--- src/rtl/uart_pkg.sv ---
// Shared UART definitions: receiver/transmitter state encodings and the
// bit-timing helper both ends use, so a looped-back link agrees on baud timing.
package uart_pkg;

    typedef enum logic [1:0] {
        RX_STATE_IDLE,
        RX_STATE_START,
        RX_STATE_DATA,
        RX_STATE_STOP
    } rx_state_t;

    typedef enum logic [1:0] {
        STATE_IDLE,
        STATE_LOAD,
        STATE_SEND
    } tx_state_t;

    // Cycles per serial bit; integer division, truncating any remainder.
    function automatic int unsigned clocks_per_bit(
        input int unsigned clock_frequency,
        input int unsigned baud_rate
    );
        return clock_frequency / baud_rate;
    endfunction

endpackage

--- src/rtl/transmitter_if.sv ---
// Transmitter bus bundle: TX FIFO read port plus the serial line and busy flag.
//   din   : FIFO read data, valid the cycle after re
//   empty : FIFO empty flag
//   re    : FIFO read strobe (single-cycle pulse)
//   dout  : serial TX line, idles high
//   busy  : frame being loaded or sent
// master = transmitter side, slave = FIFO/pad side.
interface transmitter_if #(
    parameter int unsigned WORD_WIDTH = 32'd8
);
    logic [WORD_WIDTH-1:0] din;
    logic                  empty;
    logic                  re;
    logic                  dout;
    logic                  busy;

    modport master (
        input  din,
        input  empty,
        output re,
        output dout,
        output busy
    );

    modport slave (
        output din,
        output empty,
        input  re,
        input  dout,
        input  busy
    );
endinterface

--- src/rtl/uart_bit_timer.sv ---
// Per-bit cycle counter shared by the UART ends.
//   clk, rst : clock and asynchronous active-high reset
//   clear    : synchronous clear to zero (has priority over enable)
//   enable   : count this cycle; wraps to zero after terminal count
//   tc_c     : combinational terminal count (count == CLOCKS_PER_BIT-1)
module uart_bit_timer #(
    parameter int unsigned CLOCKS_PER_BIT = 32'd434
) (
    input  logic clk,
    input  logic rst,
    input  logic clear,
    input  logic enable,
    output logic tc_c
);
    localparam int unsigned TIMER_WIDTH = 32;

    logic [TIMER_WIDTH-1:0] count_q;

    assign tc_c = (count_q == TIMER_WIDTH'(CLOCKS_PER_BIT - 1));

    // Counter wraps at terminal count, so it never exceeds CLOCKS_PER_BIT-1.
    always_ff @(posedge clk or posedge rst) begin
        if (rst) begin
            count_q <= '0;
        end else if (clear) begin
            count_q <= '0;
        end else if (enable) begin
            if (tc_c) begin
                count_q <= '0;
            end else begin
                count_q <= count_q + TIMER_WIDTH'(1);
            end
        end
    end

endmodule

--- src/rtl/transmitter.sv ---
// UART transmitter: pops words from a standard (registered-read) TX FIFO and
// sends each as start bit, WORD_WIDTH data bits LSB first, STOP_BITS stop bits.
//   clk, rst : clock and asynchronous active-high reset
//   bus      : transmitter_if master (din/empty/re FIFO port, dout line, busy)
module transmitter
    import uart_pkg::*;
#(
    parameter int unsigned CLOCK_FREQUENCY = 32'd100_000_000,
    parameter int unsigned BAUD_RATE       = 32'd230400,
    parameter int unsigned WORD_WIDTH      = 32'd8,
    parameter int unsigned STOP_BITS       = 32'd1
) (
    input  logic            clk,
    input  logic            rst,
    transmitter_if.master   bus
);
    localparam int unsigned CLOCKS_PER_BIT = clocks_per_bit(CLOCK_FREQUENCY, BAUD_RATE);
    localparam int unsigned FRAME_BITS     = WORD_WIDTH + 1 + STOP_BITS;
    localparam int unsigned CNT_WIDTH      = $clog2(FRAME_BITS + 1);

    if (CLOCKS_PER_BIT < 2) begin : g_cpb_check
        $error("transmitter: CLOCK_FREQUENCY / BAUD_RATE must be at least 2");
    end
    if ((STOP_BITS != 1) && (STOP_BITS != 2)) begin : g_stop_check
        $error("transmitter: STOP_BITS must be 1 or 2");
    end

    tx_state_t              state_q, state_d;
    logic [FRAME_BITS-1:0]  shift_q, shift_d;
    logic [CNT_WIDTH-1:0]   bit_cnt_q, bit_cnt_d;
    logic                   dout_q;
    logic                   busy_q;
    logic                   re_c;
    logic                   timer_clear_c;
    logic                   timer_enable_c;
    logic                   timer_tc_c;

    uart_bit_timer #(
        .CLOCKS_PER_BIT(CLOCKS_PER_BIT)
    ) u_bit_timer (
        .clk    (clk),
        .rst    (rst),
        .clear  (timer_clear_c),
        .enable (timer_enable_c),
        .tc_c   (timer_tc_c)
    );

    // Next-state, shift register and FIFO strobe.
    always_comb begin
        state_d        = state_q;
        shift_d        = shift_q;
        bit_cnt_d      = bit_cnt_q;
        re_c           = 1'b0;
        timer_clear_c  = 1'b0;
        timer_enable_c = 1'b0;
        case (state_q)
            STATE_IDLE: begin
                if (!bus.empty) begin
                    re_c    = 1'b1;
                    state_d = STATE_LOAD;
                end
            end
            STATE_LOAD: begin
                shift_d       = {{STOP_BITS{1'b1}}, bus.din, 1'b0};
                bit_cnt_d     = '0;
                timer_clear_c = 1'b1;
                state_d       = STATE_SEND;
            end
            STATE_SEND: begin
                timer_enable_c = 1'b1;
                if (timer_tc_c) begin
                    shift_d   = {1'b1, shift_q[FRAME_BITS-1:1]};
                    bit_cnt_d = bit_cnt_q + CNT_WIDTH'(1);
                    if (bit_cnt_q == CNT_WIDTH'(FRAME_BITS - 1)) begin
                        state_d = STATE_IDLE;
                    end
                end
            end
            default: begin
                state_d = STATE_IDLE;
            end
        endcase
    end

    // dout is registered from the next shift value so the start bit appears
    // the cycle after LOAD; it always equals shift_q[0] and never glitches.
    always_ff @(posedge clk or posedge rst) begin
        if (rst) begin
            state_q   <= STATE_IDLE;
            shift_q   <= '1;
            bit_cnt_q <= '0;
            dout_q    <= 1'b1;
            busy_q    <= 1'b0;
        end else begin
            state_q   <= state_d;
            shift_q   <= shift_d;
            bit_cnt_q <= bit_cnt_d;
            dout_q    <= shift_d[0];
            busy_q    <= (state_d != STATE_IDLE);
        end
    end

    assign bus.re   = re_c;
    assign bus.dout = dout_q;
    assign bus.busy = busy_q;

endmodule

--- src/flat_wrapper.sv ---
// flat-port wrapper written by rule: the top's interface ports become plain ports
module transmitter_flat import uart_pkg::*;
#(
    parameter int unsigned CLOCK_FREQUENCY = 32'd100_000_000,
    parameter int unsigned BAUD_RATE       = 32'd230400,
    parameter int unsigned WORD_WIDTH      = 32'd8,
    parameter int unsigned STOP_BITS       = 32'd1
)
  (clk, rst, bus_din, bus_empty, bus_re, bus_dout, bus_busy);
  transmitter_if #(.WORD_WIDTH(WORD_WIDTH)) bus_i ();
  input  logic clk;
  input  logic rst;
  input wire logic [$bits(bus_i.din)-1:0] bus_din;
  input wire logic [$bits(bus_i.empty)-1:0] bus_empty;
  output wire logic [$bits(bus_i.re)-1:0] bus_re;
  output wire logic [$bits(bus_i.dout)-1:0] bus_dout;
  output wire logic [$bits(bus_i.busy)-1:0] bus_busy;
  assign bus_i.din = bus_din;
  assign bus_i.empty = bus_empty;
  assign bus_re = bus_i.re;
  assign bus_dout = bus_i.dout;
  assign bus_busy = bus_i.busy;
  transmitter #(.CLOCK_FREQUENCY(CLOCK_FREQUENCY), .BAUD_RATE(BAUD_RATE), .WORD_WIDTH(WORD_WIDTH), .STOP_BITS(STOP_BITS)) u_core (.clk(clk), .rst(rst), .bus(bus_i));
endmodule
--- config.mk ---
export PLATFORM = sky130hd
export DESIGN_NAME = transmitter_flat
export DESIGN_NICKNAME = d
export VERILOG_FILES = /design/src/rtl/uart_pkg.sv /design/src/rtl/transmitter_if.sv /design/src/rtl/uart_bit_timer.sv /design/src/rtl/transmitter.sv /design/src/flat_wrapper.sv
export SDC_FILE = /design/constraint.sdc
export NUM_CORES = 1
export LEC_CHECK = 0
export ABC_AREA = 1
export BUFFER_PORTS_ARGS = -buffer_cell sky130_fd_sc_hd__buf_2
export CAP_MARGIN = 20
export CORE_AREA = 2 2 86 88
export DETAILED_ROUTE_END_ITERATION = 8
export DIE_AREA = 0 0 88 90
export PLACE_DENSITY = 0.65
export REMOVE_ABC_BUFFERS = 1
export SLEW_MARGIN = 0
export SYNTH_ARGS = -nofsm -noshare
export SYNTH_HDL_FRONTEND = slang
export SYNTH_SLANG_ARGS = --single-unit
--- constraint.sdc ---
create_clock -name clk -period 3.14 [get_ports clk]
set_input_delay 0.157 -clock clk [delete_from_list [all_inputs] [get_ports clk]]
set_output_delay 0.157 -clock clk [all_outputs]
set_load 0.02 [all_outputs]
==> impl_results.rst, run 1 <==
.. list-table::
   :header-rows: 1

   * - Metric
     - Value
   * - Via-to-Cell Ratio
     - 5.07
   * - TritonCTS clock tree
     - built
   * - Die extent in x
     - about 88 µm
   * - Final non-filler cell area
     - 3360 µm²
   * - Origin of the worst min-delay path
     - bus_din[7]
   * - Number of hold violations in the final report
     - 0
   * - Cell area reported after detailed placement
     - 3220 µm²
   * - Slew headroom
     - 0.585
   * - Residual antenna-violating net count after detailed routing
     - 0
   * - Slew Limit Fails
     - 0
   * - Number of cells on the critical path
     - 8
   * - Tightest Pin Transition
     - approximately 620 ps
   * - CTS clock-pin slew for the worst setup and hold paths
     - 90 ps
   * - Number of warnings issued by yosys
     - 0
   * - Cell type contributing the most total cell area after synthesis
     - dfrtp_1
   * - Final hold slack
     - 81.3 ps
   * - Remaining global-route overflow
     - 0
   * - Global-route wire length before repair
     - 12100 µm
   * - Number of global-route vias before repair
     - 2597
   * - Fmax achieved
     - 0.469 GHz
   * - Stage delay of the slowest cell on the critical path
     - 400 ps
   * - Iteration count of the initial detailed-routing pass
     - 4
   * - Number of fill cells
     - 722
   * - Avg Synthesized Cell Area
     - 7.53 µm²
   * - Number of setup violations in the final report
     - 0
   * - DR WL/cell
     - 13.2 µm
   * - Area of the core
     - 7020 µm²
   * - Category of the critical setup timing path
     - flop to flop
   * - Worst flop-to-flop path endpoint
     - u_core.u_bit_timer.count_q[12]
   * - Share of Yosys cell area claimed by the top area cell type
     - 0.318
   * - CP cell instances
     - inv_1 -> ha_1 -> buf_4 -> inv_1 -> nor3_4 -> nand2_2 -> xor2_1 -> a21oi_2
   * - Most area-consuming cells after synthesis
     - dfrtp_1, nand2_1, dfstp_2, inv_1, nand3_1
   * - Count of boundary I/O pins
     - 14
   * - Total leakage power
     - 1.57 nW
   * - Max Clock Skew
     - 6.84 ps
   * - Setup ws final
     - 1010 ps
   * - Detailed router's first-iteration violation count
     - 163
   * - DRC viols
     - 0
   * - Total negative slack
     - 0 ps
   * - Relative area change from synthesis to final layout
     - 9.59%
   * - DP Wirelength
     - 5170 µm
   * - Class of the tightest hold or removal check
     - input pin to flop
   * - Combined area of all synthesized cells
     - around 3000 µm²
   * - Min-Delay Path Depth
     - 3
   * - Final clock period utilization by the worst path
     - 0.679
   * - MaxCap Viol Count
     - 0
   * - Master of the slowest instance on the critical path
     - dfrtp_1
   * - Post-synthesis sequential area ratio
     - 0.396
   * - Max Root-Sink Buffers
     - 2
   * - Largest net degree at the start of global routing
     - about 50
   * - Worst r2r src
     - u_core.state_q[1]
   * - Seq cells post-synth
     - 48
   * - Synth unique cells
     - 36
   * - Worst VDD drop
     - between 0.0004 and 0.0005 V
   * - Data arrival time of the worst path
     - roughly 2300 ps
   * - Ratio of cells with drive above 1 in the final layout
     - 0.149
   * - Initial antenna violation count
     - 0
   * - Die boundary height
     - ~90 µm
   * - Total Nets Final
     - 440
   * - Setup crit end kind
     - flop
   * - Worst endpoint required time
     - 3330 ps
   * - Post-placement worst setup slack
     - 1010 ps
   * - Total number of vias
     - 2640
   * - Overall power of the completed layout
     - roughly 1.9 mW
   * - Most prevalent standard cell on the critical path
     - inv_1
   * - Buffer cell driving the clock tree root
     - clkbuf_8
   * - N_diodes
     - 0
   * - Clock Sink Count
     - 48
   * - Total power density per cell area
     - 574 nW/µm²
   * - Cell family with the largest share of critical-path delay
     - buffers and inverters
   * - CTS H-Tree Depth
     - 2
   * - Final worst path period need
     - 2130 ps
   * - Run status
     - finished clean
   * - Clock buffers created by TritonCTS
     - 5
   * - Row count
     - 31
   * - Worst setup SP type
     - flop
   * - Quantity of I/O buffers inserted on ports
     - 13
   * - Gate count of the mapped netlist
     - 407
   * - Largest driver fanout on the critical path
     - 34
   * - Post-Route WL
     - around 7000 µm
   * - Final GP Congestion
     - 0.913
   * - Worst-skew pair later-pin latency
     - 310 ps
   * - All-layer global routing usage
     - 0.189
   * - Hold Path Sink
     - u_core.shift_q[8]
   * - R2r setup slk
     - 1010 ps
   * - Die area
     - 7920 µm²
   * - Initial core utilization
     - 0.437
   * - FF-to-FF path depth
     - 8
   * - Number of buffers and inverters on the critical path
     - 3
   * - Unrepaired setup endpoints after global routing
     - false
## synth_stat cells
library cell / n
nand2_1: 106
inv_1: 52
dfrtp_1: 39
nor2_1: 38
nand3_1: 30
o21ai_0: 18
o22ai_1: 13
a21oi_1: 11
dfstp_2: 9
xor2_1: 9
ha_1: 8
nand4_1: 8
nand2_2: 7
o211ai_1: 7
nor3_1: 6
clkbuf_1: 5
nor3_4: 4
xnor2_1: 4
inv_2: 3
nand2_4: 3
nor2_4: 3
nor3_2: 3
o21ai_1: 3
a21oi_2: 2
and3_1: 2
buf_2: 2
buf_4: 2
nand3_2: 2
and3b_1: 1
clkinv_1: 1
mux2i_1: 1
nand3_4: 1
nor2_2: 1
nor3b_1: 1
o21a_1: 1
or2_2: 1
## registers in the layout, summed over array words and instances, names as in the netlist
register / count
u_core.bit_cnt_q: 4
u_core.bus.busy: 1
u_core.shift_q: 9
u_core.state_q: 2
u_core.u_bit_timer.count_q: 32
## what timing repair did
action	in CTS	in global routing
hold buffers	0	1
buffers inserted	0	0
resized for setup	0	0
hold endpoints to repair	0	10
## worst register-to-register path, stage by stage, from the launching register on
cell	delay, ps
dfrtp_1	400
inv_1	80
ha_1	270
buf_4	340
inv_1	320
nor3_4	320
nand2_2	70
xor2_1	170
a21oi_2	40
## logic make-up (layout without fill, tap and decap cells)
family | count (synthesis) | in the layout | share of synthesized area
flops | 48 | 48 | 0.396
mux | 1 | 1 | 0.00327
fa+ha+maj | 8 | 8 | 0.0327
buf+inv | 65 | 80 | 0.0829
compound gates | 55 | 55 | 0.104
xor+xnor | 13 | 13 | 0.0371
simple gates | 217 | 217 | 0.344
## final cells by class
type,count,area (µm²),share of cell area
timing repair buffer,16,103,0.0305
clock inverter,3,42.5,0.0127
clock buffer,5,68.8,0.0205
inverter,56,210,0.0626
tap,99,124,0.0369
multi-input combinational,294,1600,0.476
sequential,48,1210,0.361
## worst max path at each step
stage | start | endpoint | slack, ps
floorplan | u_core.state_q[1] | u_core.u_bit_timer.count_q[14] | 840
global placement | u_core.state_q[0] | u_core.u_bit_timer.count_q[14] | 1070
detailed placement | u_core.state_q[1] | u_core.u_bit_timer.count_q[14] | 1010
CTS | u_core.state_q[1] | u_core.u_bit_timer.count_q[14] | 1000
global route | u_core.state_q[1] | u_core.u_bit_timer.count_q[12] | 770
finish | u_core.state_q[1] | u_core.u_bit_timer.count_q[12] | 1010
## layer usage
metal	vias up	wire length, µm	global-route usage	share of wire
li1	1343	-	-	-
met1	1247	3190	0.250	0.46
met2	43	3420	0.323	0.50
met3	7	197	0.0285	0.029
met4	0	72	0.0423	0.010
met5	-	0	0	0
## placed cells by master, fill, tap and decap left out, types with 9 or more instances in the layout
cell	instances
inv_1	51
nand3_1	30
o21ai_0	18
xor2_1	9
nand2_1	106
buf_2	13
nor2_1	38
o22ai_1	13
dfstp_2	9
dfrtp_1	39
a21oi_1	11
## power by group
group / total, mW / switching, mW / internal (mW) / leakage (nW)
Clock: 0.456 / 0.220 / 0.236 / 0.0541
Combinational: 0.674 / 0.491 / 0.183 / 0.890
Sequential: 0.799 / 0.0503 / 0.749 / 0.630
## through the flow
step | std cells | util
floorplan | 398 | -
global placement | 511 | 0.458
detailed placement | 511 | 0.458
CTS | 519 | 0.474
global route | 521 | 0.479
finish | 521 | 0.479
Power figures use the tool's default switching activity.
==> inputs of run 2 (changes only) <==
--- a/config.mk
+++ b/config.mk
@@ -5,13 +5,13 @@
 export SDC_FILE = /design/constraint.sdc
 export NUM_CORES = 1
 export LEC_CHECK = 0
-export ABC_AREA = 1
+export ABC_AREA = 0
 export BUFFER_PORTS_ARGS = -buffer_cell sky130_fd_sc_hd__buf_2
 export CAP_MARGIN = 20
-export CORE_AREA = 2 2 86 88
+export CORE_AREA = 2 2 79 81
 export DETAILED_ROUTE_END_ITERATION = 8
-export DIE_AREA = 0 0 88 90
-export PLACE_DENSITY = 0.65
+export DIE_AREA = 0 0 81 83
+export PLACE_DENSITY = 0.68
 export REMOVE_ABC_BUFFERS = 1
 export SLEW_MARGIN = 0
 export SYNTH_ARGS = -nofsm -noshare
==> constraint.sdc (replaced) <==
create_clock -name clk -period 1.8 [get_ports clk]
set_input_delay 0.09 -clock clk [delete_from_list [all_inputs] [get_ports clk]]
set_output_delay 0.09 -clock clk [all_outputs]
set_load 0.02 [all_outputs]
==> impl_results.rst, run 2 <==
.. list-table::
   :header-rows: 1

   * - Metric
     - Value
   * - Run status
     - finished, violations left
   * - Failing checks
     - negative setup slack
   * - All-layer global routing usage
     - 0.190 (+0.000518)
   * - Largest reg by FF count
     - u_core.u_bit_timer.count_q
   * - Fmax achieved
     - 0.500 GHz (+6.7%)
   * - Final non-filler cell area
     - 3750 µm² (+12%)
   * - TritonCTS clock tree
     - built
   * - Number of global-route vias before repair
     - 2170 (-16%)
   * - Count of boundary I/O pins
     - 14 (unchanged)
   * - Area of the core
     - 5820 µm² (-17%)
   * - Die boundary height
     - 83 µm (-7.8%)
   * - Most numerous cell types in the synthesized netlist
     - nor2_1, dfrtp_1, xor2_1
   * - Max Clock Skew
     - 4.59 ps (-2.25 ps)
   * - Clock Sink Count
     - 48 (unchanged)
   * - Worst VDD drop
     - 0.000636 V (+49%)
   * - Seq cells post-synth
     - 48 (unchanged)
   * - Clock buffers created by TritonCTS
     - 5 (unchanged)
   * - Die area
     - 6720 µm² (-15%)
   * - CP cell instances
     - or4_4 -> nor4_4 -> a21o_4 -> and2_4 -> clkbuf_16 -> nor2_2
   * - Share of Yosys cell area claimed by the top area cell type
     - 0.378 (+0.0592)
   * - Post-synthesis sequential area ratio
     - 0.469 (+0.0735)
   * - Total negative slack
     - -8010 ps (-8010 ps)
   * - Total number of vias
     - 2170 (-18%)
   * - Top flop regs
     - u_core.u_bit_timer.count_q (32), u_core.shift_q (9), u_core.bit_cnt_q (4)
   * - Commonest cells after routing, fill and taps aside
     - buf_4, dfrtp_1, nor2_2
   * - Ratio of cells with drive above 1 in the final layout
     - 0.515 (+0.366)
   * - Most instantiated library cell after synthesis
     - nor2_1
   * - Number of setup violations in the final report
     - 47 (+47)
   * - Buffer cell driving the clock tree root
     - clkbuf_8
   * - Initial core utilization
     - 0.444 (+0.00785)
   * - Max Root-Sink Buffers
     - 2 (unchanged)
   * - Final GP Congestion
     - 0.854 (-6.4%)
   * - Worst endpoint required time
     - 2010 ps (-1320 ps)
   * - Detailed router's first-iteration violation count
     - 57 (-65%)
   * - Master of the slowest instance on the critical path
     - or4_4
   * - Tightest Pin Transition
     - 427 ps (-195 ps)
   * - Gate count of the mapped netlist
     - 255 (-37%)
   * - Global-route wire length before repair
     - 9970 µm (-17%)
   * - Total Nets Final
     - 356 (-19%)
   * - Initial antenna violation count
     - 0 (unchanged)
   * - Slew headroom
     - 0.713 (+0.127)
   * - Largest net degree at the start of global routing
     - 19 (-61%)
   * - Number of synthesized flops with an enable pin
     - 0 (unchanged)
   * - Unrepaired setup endpoints after global routing
     - true
   * - Post-Route WL
     - 6290 µm (-8.7%)
   * - Relative area change from synthesis to final layout
     - 44.9%
   * - DP Wirelength
     - 3800 µm (-26%)
   * - Via-to-Cell Ratio
     - 5.25 (+3.7%)
   * - Worst setup SP type
     - flop
   * - Most common library cell in the layout ignoring fill and taps
     - buf_4
   * - DR WL/cell
     - 15.2 µm (+15%)
   * - Remaining global-route overflow
     - 0 (unchanged)
   * - Row count
     - 28 (-9.7%)
   * - DRC viols
     - 0 (unchanged)
   * - Cell type contributing the most total cell area after synthesis
     - dfrtp_1
   * - Number of flip-flops in the largest register
     - 32 (unchanged)
   * - Proportion of synthesized flip-flops having asynchronous set or reset
     - 1.00 (unchanged)
   * - Number of warnings issued by yosys
     - 0 (unchanged)
   * - Class of the tightest hold or removal check
     - input pin to flop
   * - Category of the critical setup timing path
     - flop to flop
   * - Data arrival time of the worst path
     - 2210 ps (-110 ps)
   * - Synth unique cells
     - 44 (+22%)
   * - Most area-consuming cells after synthesis
     - dfrtp_1, dfstp_2, xor2_1, nor2_1, ha_1
   * - Most frequently used flop master after synthesis
     - dfrtp_1
   * - Iteration count of the initial detailed-routing pass
     - 4 (unchanged)
   * - Number of hold violations in the final report
     - 0 (unchanged)
   * - Slew Limit Fails
     - 0 (unchanged)
   * - Combined area of all synthesized cells
     - 2580 µm² (-16%)
   * - Worst-skew pair later-pin latency
     - 310 ps (about the same)
   * - Final clock period utilization by the worst path
     - 1.11 (+0.432)
   * - Stage delay of the slowest cell on the critical path
     - 550 ps (+150 ps)
   * - Total leakage power
     - 1.66 nW (+5.7%)
   * - CTS clock-pin slew for the worst setup and hold paths
     - 90 ps (about the same)
   * - Quantity of I/O buffers inserted on ports
     - 13 (unchanged)
   * - Total power density per cell area
     - 1110 nW/µm² (+94%)
   * - Setup ws final
     - -199 ps (-1210 ps)
   * - CTS H-Tree Depth
     - 2 (unchanged)
   * - Cell area reported after detailed placement
     - 3080 µm² (-4.3%)
   * - Setup crit end kind
     - flop
   * - Avg Synthesized Cell Area
     - 10.1 µm² (+35%)
   * - Largest driver fanout on the critical path
     - 6 (-82%)
   * - Die extent in x
     - 81 µm (-8.0%)
   * - MaxCap Viol Count
     - 0 (unchanged)
   * - Residual antenna-violating net count after detailed routing
     - 0 (unchanged)
   * - Final hold slack
     - 23.4 ps (-57.9 ps)
   * - Final worst path period need
     - 2000 ps (-133 ps)
   * - N_diodes
     - 0 (unchanged)
run 2: critical path, delay by kind of cell (launching register included):
kind	cells	cell delay (ps)
AND/OR/NAND/NOR	4	1140
flip-flops	1	390
AO/OA/AOI/OAI	1	180
buffers and inverters	1	180
run 2: final cells by class:
type	instances	area [µm²]
repair buffers	84	738
fillers	458	2070
flip-flops and latches	48	1210
multi-input cells	186	1550
clock inverters	3	42.5
well taps	75	93.8
clock buffers	5	68.8
inverters	12	45.0
run 2: kinds of logic (layout without fill, tap and decap cells):
family,Yosys count,after routing,synth area share
DFF,48,48,0.469
AOI/OAI and AO/OA,30,30,0.0716
buffers and inverters,21,104,0.0542
adders and majority gates,8,8,0.0387
xor gates and xnor gates,26,26,0.0881
muxes,11,11,0.0436
and+or+nand+nor,111,111,0.235
run 2: worst paths after layout:
check	startpoint	endpoint	slack, ps	cells past startpoint
worst max-delay path	u_core.u_bit_timer.count_q[24]	u_core.u_bit_timer.count_q[21]	-200	6
worst min-delay path	bus_din[7]	u_core.shift_q[8]	20	3
worst max register to register	u_core.u_bit_timer.count_q[24]	u_core.u_bit_timer.count_q[21]	-200	6
worst min register to register	u_core.shift_q[4]	u_core.shift_q[4]	490	2
max in group asynchronous	rst	u_core.shift_q[7]	950	4
min in group asynchronous	rst	u_core.u_bit_timer.count_q[24]	270	3
run 2: through the flow:
step	setup slack [ps]	total power, mW	utilization	instances
after floorplan	-321	2.08	-	246
after global placement	-150	2.58	0.529	388
after detailed placement	-208	2.61	0.529	388
after CTS	-171	3.76	0.582	403
after global routing	-251	4.41	0.644	413
final	-199	4.17	0.644	413
run 2: metal layers:
layer  GRT usage  routed length, µm  up-vias
met5           0                  0        -
met3      0.0543                181       10
met1       0.240               2750     1072
met4      0.0462                105        0
met2       0.317               3250       36
li1            -                  -     1052
run 2: repair_timing:
action / 4_1_cts / 5_1_grt
buffers inserted: 3 / 7
endpoints found under the hold margin: 14 / 0
gates resized for setup: 29 / 60
gates cloned: 3 / 3
pin swaps: 20 / 18
hold buffers: 1 / 0
endpoints found under the setup margin: 47 / 48
run 2: power by group:
group	internal, mW	leakage [nW]	switching, mW
clock network	0.411	0.0541	0.384
logic	1.03	0.978	0.945
registers	1.30	0.631	0.104
total	2.74	1.66	1.43
